File: config.mk
export PLATFORM = sky130hd
export DESIGN_NAME = tlb_lookup
export DESIGN_NICKNAME = d
export VERILOG_FILES = /design/src/rtl/cpu_defs_pkg.sv /design/src/rtl/tlb_match.sv /design/src/rtl/tlb_lookup.sv
export SDC_FILE = /design/constraint.sdc
export NUM_CORES = 1
export LEC_CHECK = 0
export ABC_AREA = 1
export CELL_PAD_IN_SITES_DETAIL_PLACEMENT = 1
export CELL_PAD_IN_SITES_GLOBAL_PLACEMENT = 1
export CORE_AREA = 2 2 587 589
export CTS_CLUSTER_SIZE = 8
export DETAILED_ROUTE_END_ITERATION = 7
export DIE_AREA = 0 0 589 591
export GPL_ROUTABILITY_DRIVEN = 0
export PLACE_DENSITY = 0.33
export SYNTH_ARGS = -nofsm -noshare
export SYNTH_HDL_FRONTEND = slang
export SYNTH_SLANG_ARGS = --single-unit
File: constraint.sdc
create_clock -name clk -period 3.4 [get_ports clk]
set_clock_uncertainty 0.1 [all_clocks]
set_input_delay 0.34 -clock clk [delete_from_list [all_inputs] [get_ports clk]]
set_output_delay 0.34 -clock clk [all_outputs]
set_load 0.005 [all_outputs]
File: src/rtl/cpu_defs_pkg.sv
// rtl/cpu_defs_pkg.sv - shared CPU definitions: TLB entry layout, op and exception codes
package cpu_defs;

  localparam int TLB_ENTRY_NUM = 16;
  localparam int TLB_IDX_WID   = $clog2(TLB_ENTRY_NUM);

  // Page size encodings held in the entry ps field
  localparam logic [5:0] PS_4K = 6'd12;
  localparam logic [5:0] PS_2M = 6'd21;

  // One half (even/odd page) of an entry
  typedef struct packed {
    logic [19:0] ppn;
    logic [1:0]  plv;
    logic [1:0]  mat;
    logic        d;
    logic        v;
  } tlb_page_t;

  typedef struct packed {
    logic        e;
    logic [9:0]  asid;
    logic        g;
    logic [5:0]  ps;
    logic [18:0] vppn;
    tlb_page_t   p0;
    tlb_page_t   p1;
  } tlb_entry_t;

  typedef enum logic [1:0] {
    OP_FETCH = 2'd0,
    OP_LOAD  = 2'd1,
    OP_STORE = 2'd2
  } tlb_op_t;

  typedef enum logic [2:0] {
    EXCP_NONE = 3'd0,
    EXCP_TLBR = 3'd1,
    EXCP_PIF  = 3'd2,
    EXCP_PIL  = 3'd3,
    EXCP_PIS  = 3'd4,
    EXCP_PPI  = 3'd5,
    EXCP_PME  = 3'd6
  } tlb_excp_t;

  // Page-invalid exception flavour depends on the access kind
  function automatic tlb_excp_t invalid_excp(tlb_op_t op);
    case (op)
      OP_FETCH: return EXCP_PIF;
      OP_LOAD:  return EXCP_PIL;
      default:  return EXCP_PIS;
    endcase
  endfunction

endpackage

File: src/rtl/tlb_match.sv
// rtl/tlb_match.sv - parallel entry compare and lowest-index priority encoder (shared with TLBSRCH)
module tlb_match
  import cpu_defs::*;
(
  input  tlb_entry_t              i_entries [TLB_ENTRY_NUM],
  input  logic [18:0]             i_va_tag,
  input  logic [9:0]              i_asid,
  output logic [TLB_ENTRY_NUM-1:0] o_hit_vec,
  output logic [TLB_IDX_WID-1:0]  o_hit_idx,
  output tlb_entry_t              o_hit_entry
);

  // Per-entry match: enabled, ASID or global, and VPN compare at the entry's page size
  always_comb begin
    o_hit_vec = '0;
    for (int i = 0; i < TLB_ENTRY_NUM; i++) begin
      o_hit_vec[i] = i_entries[i].e
                  && (i_entries[i].g || (i_entries[i].asid == i_asid))
                  && ((i_entries[i].ps == PS_2M)
                      ? (i_entries[i].vppn[18:9] == i_va_tag[18:9])
                      : (i_entries[i].vppn == i_va_tag));
    end
  end

  // Scan from the top down so the lowest matching index is the one left standing
  always_comb begin
    o_hit_idx   = '0;
    o_hit_entry = '0;
    for (int i = TLB_ENTRY_NUM - 1; i >= 0; i--) begin
      if (o_hit_vec[i]) begin
        o_hit_idx   = i[TLB_IDX_WID-1:0];
        o_hit_entry = i_entries[i];
      end
    end
  end

endmodule

File: src/rtl/tlb_lookup.sv
// rtl/tlb_lookup.sv - two-stage TLB translation port; TLB_MULTI_HIT_CHECK_EN adds resp_multi_hit
module tlb_lookup
  import cpu_defs::*;
(
  input  logic                   clk,
  input  logic                   rst,
  input  logic                   flush,
  input  tlb_entry_t             entries [TLB_ENTRY_NUM],
  input  logic                   req_valid,
  output logic                   req_ready,
  input  logic [31:0]            req_va,
  input  logic [9:0]             req_asid,
  input  logic [1:0]             req_plv,
  input  tlb_op_t                req_op,
  output logic                   resp_valid,
  input  logic                   resp_ready,
  output logic [31:0]            resp_pa,
  output logic [1:0]             resp_mat,
  output logic                   resp_hit,
  output logic [TLB_IDX_WID-1:0] resp_idx,
  output tlb_excp_t              resp_excp
`ifdef TLB_MULTI_HIT_CHECK_EN
  ,
  output logic                   resp_multi_hit
`endif
);

  logic [TLB_ENTRY_NUM-1:0] w_hit_vec;
  logic [TLB_IDX_WID-1:0]   w_hit_idx;
  tlb_entry_t               w_hit_entry;
  logic                     w_unused_tag;
  logic                     w_s2_load;
  logic                     w_accept;

  logic                     r_s1_valid;
  logic [21:0]              r_s1_va;
  logic [1:0]               r_s1_plv;
  tlb_op_t                  r_s1_op;
  logic [TLB_ENTRY_NUM-1:0] r_s1_hit_vec;
  logic [TLB_IDX_WID-1:0]   r_s1_idx;
  logic [5:0]               r_s1_ps;
  tlb_page_t                r_s1_p0;
  tlb_page_t                r_s1_p1;

  logic                     r_s2_valid;
  logic [31:0]              r_resp_pa;
  logic [1:0]               r_resp_mat;
  logic                     r_resp_hit;
  logic [TLB_IDX_WID-1:0]   r_resp_idx;
  tlb_excp_t                r_resp_excp;

  logic                     w_odd;
  tlb_page_t                w_page;
  logic                     w_hit;
  logic [31:0]              w_pa;
  logic [1:0]               w_mat;
  tlb_excp_t                w_excp;

  tlb_match u_match (
    .i_entries   (entries),
    .i_va_tag    (req_va[31:13]),
    .i_asid      (req_asid),
    .o_hit_vec   (w_hit_vec),
    .o_hit_idx   (w_hit_idx),
    .o_hit_entry (w_hit_entry)
  );

  // Tag fields have done their job in the compare; stage 1 keeps only what translation needs
  assign w_unused_tag = ^{w_hit_entry.e, w_hit_entry.asid, w_hit_entry.g, w_hit_entry.vppn};

  assign w_s2_load = !r_s2_valid || resp_ready;
  assign req_ready = !flush && !rst && (!r_s1_valid || w_s2_load);
  assign w_accept  = req_valid && req_ready;

  // Pipeline occupancy; flush and reset empty both stages
  always_ff @(posedge clk) begin
    if (rst || flush) begin
      r_s1_valid <= 1'b0;
      r_s2_valid <= 1'b0;
    end else begin
      if (w_accept) begin
        r_s1_valid <= 1'b1;
      end else if (w_s2_load) begin
        r_s1_valid <= 1'b0;
      end
      if (w_s2_load) begin
        r_s2_valid <= r_s1_valid;
      end
    end
  end

  // Stage 1 snapshots the winning entry so later array writes cannot disturb this request
  always_ff @(posedge clk) begin
    if (rst) begin
      r_s1_va      <= '0;
      r_s1_plv     <= '0;
      r_s1_op      <= OP_FETCH;
      r_s1_hit_vec <= '0;
      r_s1_idx     <= '0;
      r_s1_ps      <= '0;
      r_s1_p0      <= '0;
      r_s1_p1      <= '0;
    end else if (w_accept) begin
      r_s1_va      <= req_va[21:0];
      r_s1_plv     <= req_plv;
      r_s1_op      <= req_op;
      r_s1_hit_vec <= w_hit_vec;
      r_s1_idx     <= w_hit_idx;
      r_s1_ps      <= w_hit_entry.ps;
      r_s1_p0      <= w_hit_entry.p0;
      r_s1_p1      <= w_hit_entry.p1;
    end
  end

  assign w_odd  = (r_s1_ps == PS_2M) ? r_s1_va[21] : r_s1_va[12];
  assign w_page = w_odd ? r_s1_p1 : r_s1_p0;
  assign w_hit  = |r_s1_hit_vec;

  // Address formation and exception priority: miss, invalid, privilege, dirty
  always_comb begin
    w_pa   = '0;
    w_mat  = '0;
    w_excp = EXCP_NONE;
    if (!w_hit) begin
      w_excp = EXCP_TLBR;
    end else begin
      w_pa  = (r_s1_ps == PS_2M) ? {w_page.ppn[19:9], r_s1_va[20:0]}
                                 : {w_page.ppn, r_s1_va[11:0]};
      w_mat = w_page.mat;
      if (!w_page.v) begin
        w_excp = invalid_excp(r_s1_op);
      end else if (r_s1_plv > w_page.plv) begin
        w_excp = EXCP_PPI;
      end else if ((r_s1_op == OP_STORE) && !w_page.d) begin
        w_excp = EXCP_PME;
      end
    end
  end

  // Stage 2 result registers; held while the consumer stalls
  always_ff @(posedge clk) begin
    if (rst) begin
      r_resp_pa   <= '0;
      r_resp_mat  <= '0;
      r_resp_hit  <= 1'b0;
      r_resp_idx  <= '0;
      r_resp_excp <= EXCP_NONE;
    end else if (w_s2_load && r_s1_valid && !flush) begin
      r_resp_pa   <= w_pa;
      r_resp_mat  <= w_mat;
      r_resp_hit  <= w_hit;
      r_resp_idx  <= r_s1_idx;
      r_resp_excp <= w_excp;
    end
  end

  assign resp_valid = r_s2_valid;
  assign resp_pa    = r_resp_pa;
  assign resp_mat   = r_resp_mat;
  assign resp_hit   = r_resp_hit;
  assign resp_idx   = r_resp_idx;
  assign resp_excp  = r_resp_excp;

`ifdef TLB_MULTI_HIT_CHECK_EN
  logic w_multi;
  logic r_s1_multi;
  logic r_resp_multi;

  // Clearing the lowest set bit leaves something only when two or more entries matched
  assign w_multi = |(w_hit_vec & (w_hit_vec - TLB_ENTRY_NUM'(1)));

  // Multi-hit flag rides alongside the normal stage 1 / stage 2 data
  always_ff @(posedge clk) begin
    if (rst) begin
      r_s1_multi   <= 1'b0;
      r_resp_multi <= 1'b0;
    end else begin
      if (w_accept) begin
        r_s1_multi <= w_multi;
      end
      if (w_s2_load && r_s1_valid && !flush) begin
        r_resp_multi <= r_s1_multi;
      end
    end
  end

  assign resp_multi_hit = r_resp_multi;
`endif

endmodule
==> results of run 1 <==
-- cell usage after synthesis (57+ instances only) --
library cell,number
o21ai_0,166
dfxtp_1,148
nor2_1,842
a21oi_1,272
nand4_1,57
nand2_1,1286
nand3_1,229
xnor2_1,162
inv_1,321
buf_2,104
a22oi_1,58
or2_2,66
clkbuf_1,97
xor2_1,91
-- registers in the layout, summed over array words and instances (netlist names) --
name and cells:
r_s1_p0 26, resp_idx 4, resp_excp 3, resp_hit 1
r_s1_valid 1, r_s1_ps 6, r_s1_hit_vec 16, r_s1_idx 4
r_s1_plv 2, r_s1_va 22, resp_valid 1, resp_mat 2
resp_pa 32, r_s1_p1 26, r_s1_op 2
-- power groups by stage --
| stage | Sequential, mW | Clock, mW | Combinational, mW |
|---|---|---|---|
| 5_1_grt | 1.79 | 2.26 | 3.91 |
| 3_5_place_dp | 1.83 | 0 | 3.60 |
| 3_3_place_gp | 1.83 | 0 | 3.60 |
| 4_1_cts | 1.79 | 2.22 | 3.70 |
| 6_report | 1.79 | 2.10 | 3.66 |
| 2_1_floorplan | 1.81 | 0 | 0.826 |
-- per-stage QoR --
stage | setup WS (ns) | setup TNS (ns)
after detailed placement | -1.609 | -76.21
after CTS | -0.01815 | -0.02669
final | 0.1576 | 0
after global placement | -1.583 | -76.85
after global routing | -0.01345 | -0.03796
after floorplan | 0.9066 | 0
-- critical path: cells and delay by family --
| family | cells | cell delay, ns |
|---|---|---|
| AOI/OAI and AO/OA | 2 | 0.25 |
| xor gates and xnor gates | 1 | 0.30 |
| buffers and inverters | 5 | 1.15 |
| and+or+nand+nor | 14 | 1.47 |
-- final cells by class --
| class | count | share of cell area [%] |
|---|---|---|
| tap | 4557 | 10.85 |
| multi-input combinational | 3507 | 34.39 |
| sequential | 148 | 5.637 |
| clock inverter | 13 | 0.2666 |
| inverter | 373 | 2.823 |
| antenna | 44 | 0.2095 |
| clock buffer | 19 | 0.8427 |
| timing repair buffer | 2272 | 44.99 |
-- layer usage --
metal	part of all wire [%]	wire, µm
met1	38	121500
met5	0.21	666
met4	1.7	5364
met3	5.5	17430
met2	55	174000
-- worst max path at each step --
stage | to | depth (start not counted) | startpoint | slack [ns]
finish | r_s1_ps[2] | 22 | entries[231] | 0.16
global route | r_s1_p0[3] | 27 | req_va[20] | -0.01
CTS | r_s1_p0[4] | 27 | req_va[15] | -0.02
detailed placement | r_s1_p0[4] | 28 | req_asid[5] | -1.61
global placement | r_s1_p0[4] | 27 | req_asid[5] | -1.58
floorplan | resp_excp[0] | 13 | r_s1_ps[4] | 0.91
-- cell families after synthesis --
family	share of synthesized area [%]
buf+inv	13.25
compound gates	15.10
mux	0.04430
fa+ha+maj	0.1107
xor+xnor	9.807
simple gates	48.58
flops	13.11
-- what timing repair did --
action                                  4_1_cts  5_1_grt
cloned                                       18        4
pin swaps                                    59       52
hold endpoints to repair                      2        0
gates resized for setup                     347      142
hold buffers                                  1        0
endpoints found under the setup margin       62       61
buffers inserted                             63       21
==> reports/metrics.cfg, run 1 <==
[worst_setup_path]
reg2reg_slack_ns=0.36
worstPathCellList=clkdlybuf4s50_1 -> xnor2_1 -> nand4_1 -> o21ai_2 -> buf_4 -> nand3_4 -> buf_12 -> bufbuf_16 -> or2_2 -> nand2_1 -> nand2_1 -> nand2_1 -> nand2_1 -> nand2_2 -> buf_12 -> nand2_4 -> nand2_1 -> nand2_1 -> nand2_1 -> nand2_1 -> nand2_1 -> a21oi_1
r2r_start=r_s1_ps[4]
worst_ep_arrival_time_ns=3.54
slowest_delay_ns=0.43
worstPathMaxFanout=5
worstPathRequired_ns=3.70
end_kind=register
cp-start-kind=primary input
critPathSlowestCell=clkdlybuf4s50_1
r2r_end=resp_excp[0]
rr_worst_depth=13
crit_top_cell=nand2_1
path_class=in -> reg

[cts]
htreeDepth=4
insertion_delay_ns=0.54
cts_tree=built
cts_buffer_depth=2
cts_root_buffer=clkbuf_16
cts_made_buffers=17
clkSinkCount=148
cts.clk_slew.worst_paths_ns=0.09

[route]
drtIter0Drc=1612
drtAntennaViolNets=0
drt-total-wl_um=318900
drc=0
num_vias=37620
drt-wirelength-per-cell_um=29.17
vias_per_cell=3.441
drt-pass1-iter-count=5

[layout]
ff_latch_area_um2=2963
syn_to_final_growth_pct=132.6
layout_commonest_cell=clkdlybuf4s50_1
fin_area_um2=52560
drive_above_1_share_pct=19.61
multi_input_area_um2=18070
postLayoutCoreUtil_pct=15.37
fin_cells=10930
layout_common_cells=clkdlybuf4s50_1, nand2_1, nor2_1
finalNetCount=7796
filler_cell_count=41310

[global_routing]
grt_use_met3_pct=3.804
grt_start_max_net_pins=66
gr-usage-all-layers_pct=17.59
grt_util_met1_pct=18.89
gr-max-usage-layer=met2
grtUsageMet2_pct=35.18
gr-total-overflow=0
grt_pass1_vias=40930
grt_pass1_wl_um=403700
antenna_found_initial=234

[timing]
worstMarginPinSlew_ns=1.005
min_period_ns=3.242
hold_ws_ns=0.2964
fin_crit_sh_pct=95.36
fmax_mhz=308.4
rsz0062_at_grt=yes
finalHoldViolCount=0
maxSlewViolCount=0
relSlewSlack_pct=33.01
setup_violations=0

[worst_hold_path]
worstHoldEndpoint=r_s1_va[10]
hold_depth=3
hold_class=in -> reg
min_from=req_va[10]

[place]
port_buffers=1518
placed_area_um2=48840
dp.cells=10760
dpl.hpwl_um=278900

[floorplanning]
start_util_pct=6.609
row_count=215
die_w_um=589
core_um2=341900
die_area_um2=348100
io_pins=1519
die_h_um=591

[synth]
yosysTopAreaCell=nand2_1
synthArstFlopShare_pct=0
synth-edff-count=0
ys_seq_elements=148
seq_area_frac_synth_pct=13.11
syn_inst=4307
synth_top_cell_area_share_pct=21.36
yosysWarnings=0
synth_area_per_cell_um2=5.246
synth_area_leaders=nand2_1, nor2_1, dfxtp_1, xnor2_1, a21oi_1
synth_top_flop_cell=dfxtp_1
syn_nets=5784
yosysUniqueCellTypes=66
synthesis.area_um2=22600

[pwr]
power_mw=7.552
clkPwrFrac_pct=27.8
power_frac_seq_pct=23.6
p_int_mw=5.008
comb_power_share_pct=48.5
power_density_nw_per_um2=143.7
leakage_nw=21.80
power.switching_fraction_pct=33.68
irDropWorstVdd_uv=319.4
switchingPower_mw=2.544

[run]
cap_violations=0

[status]
outcome=finished clean

No activity file was read; power rests on OpenSTA's default activity.
==> run 2: changes to the inputs <==
--- a/constraint.sdc
+++ b/constraint.sdc
@@ -4,2 +4,2 @@
 set_output_delay 0.34 -clock clk [all_outputs]
-set_load 0.005 [all_outputs]
+set_load 0.05 [all_outputs]
==> results of run 2 <==
Same layout as run 1 (identical final DEF). Status: finished clean.
Among the figures that moved: total power 7.552 mW -> 7.573 mW
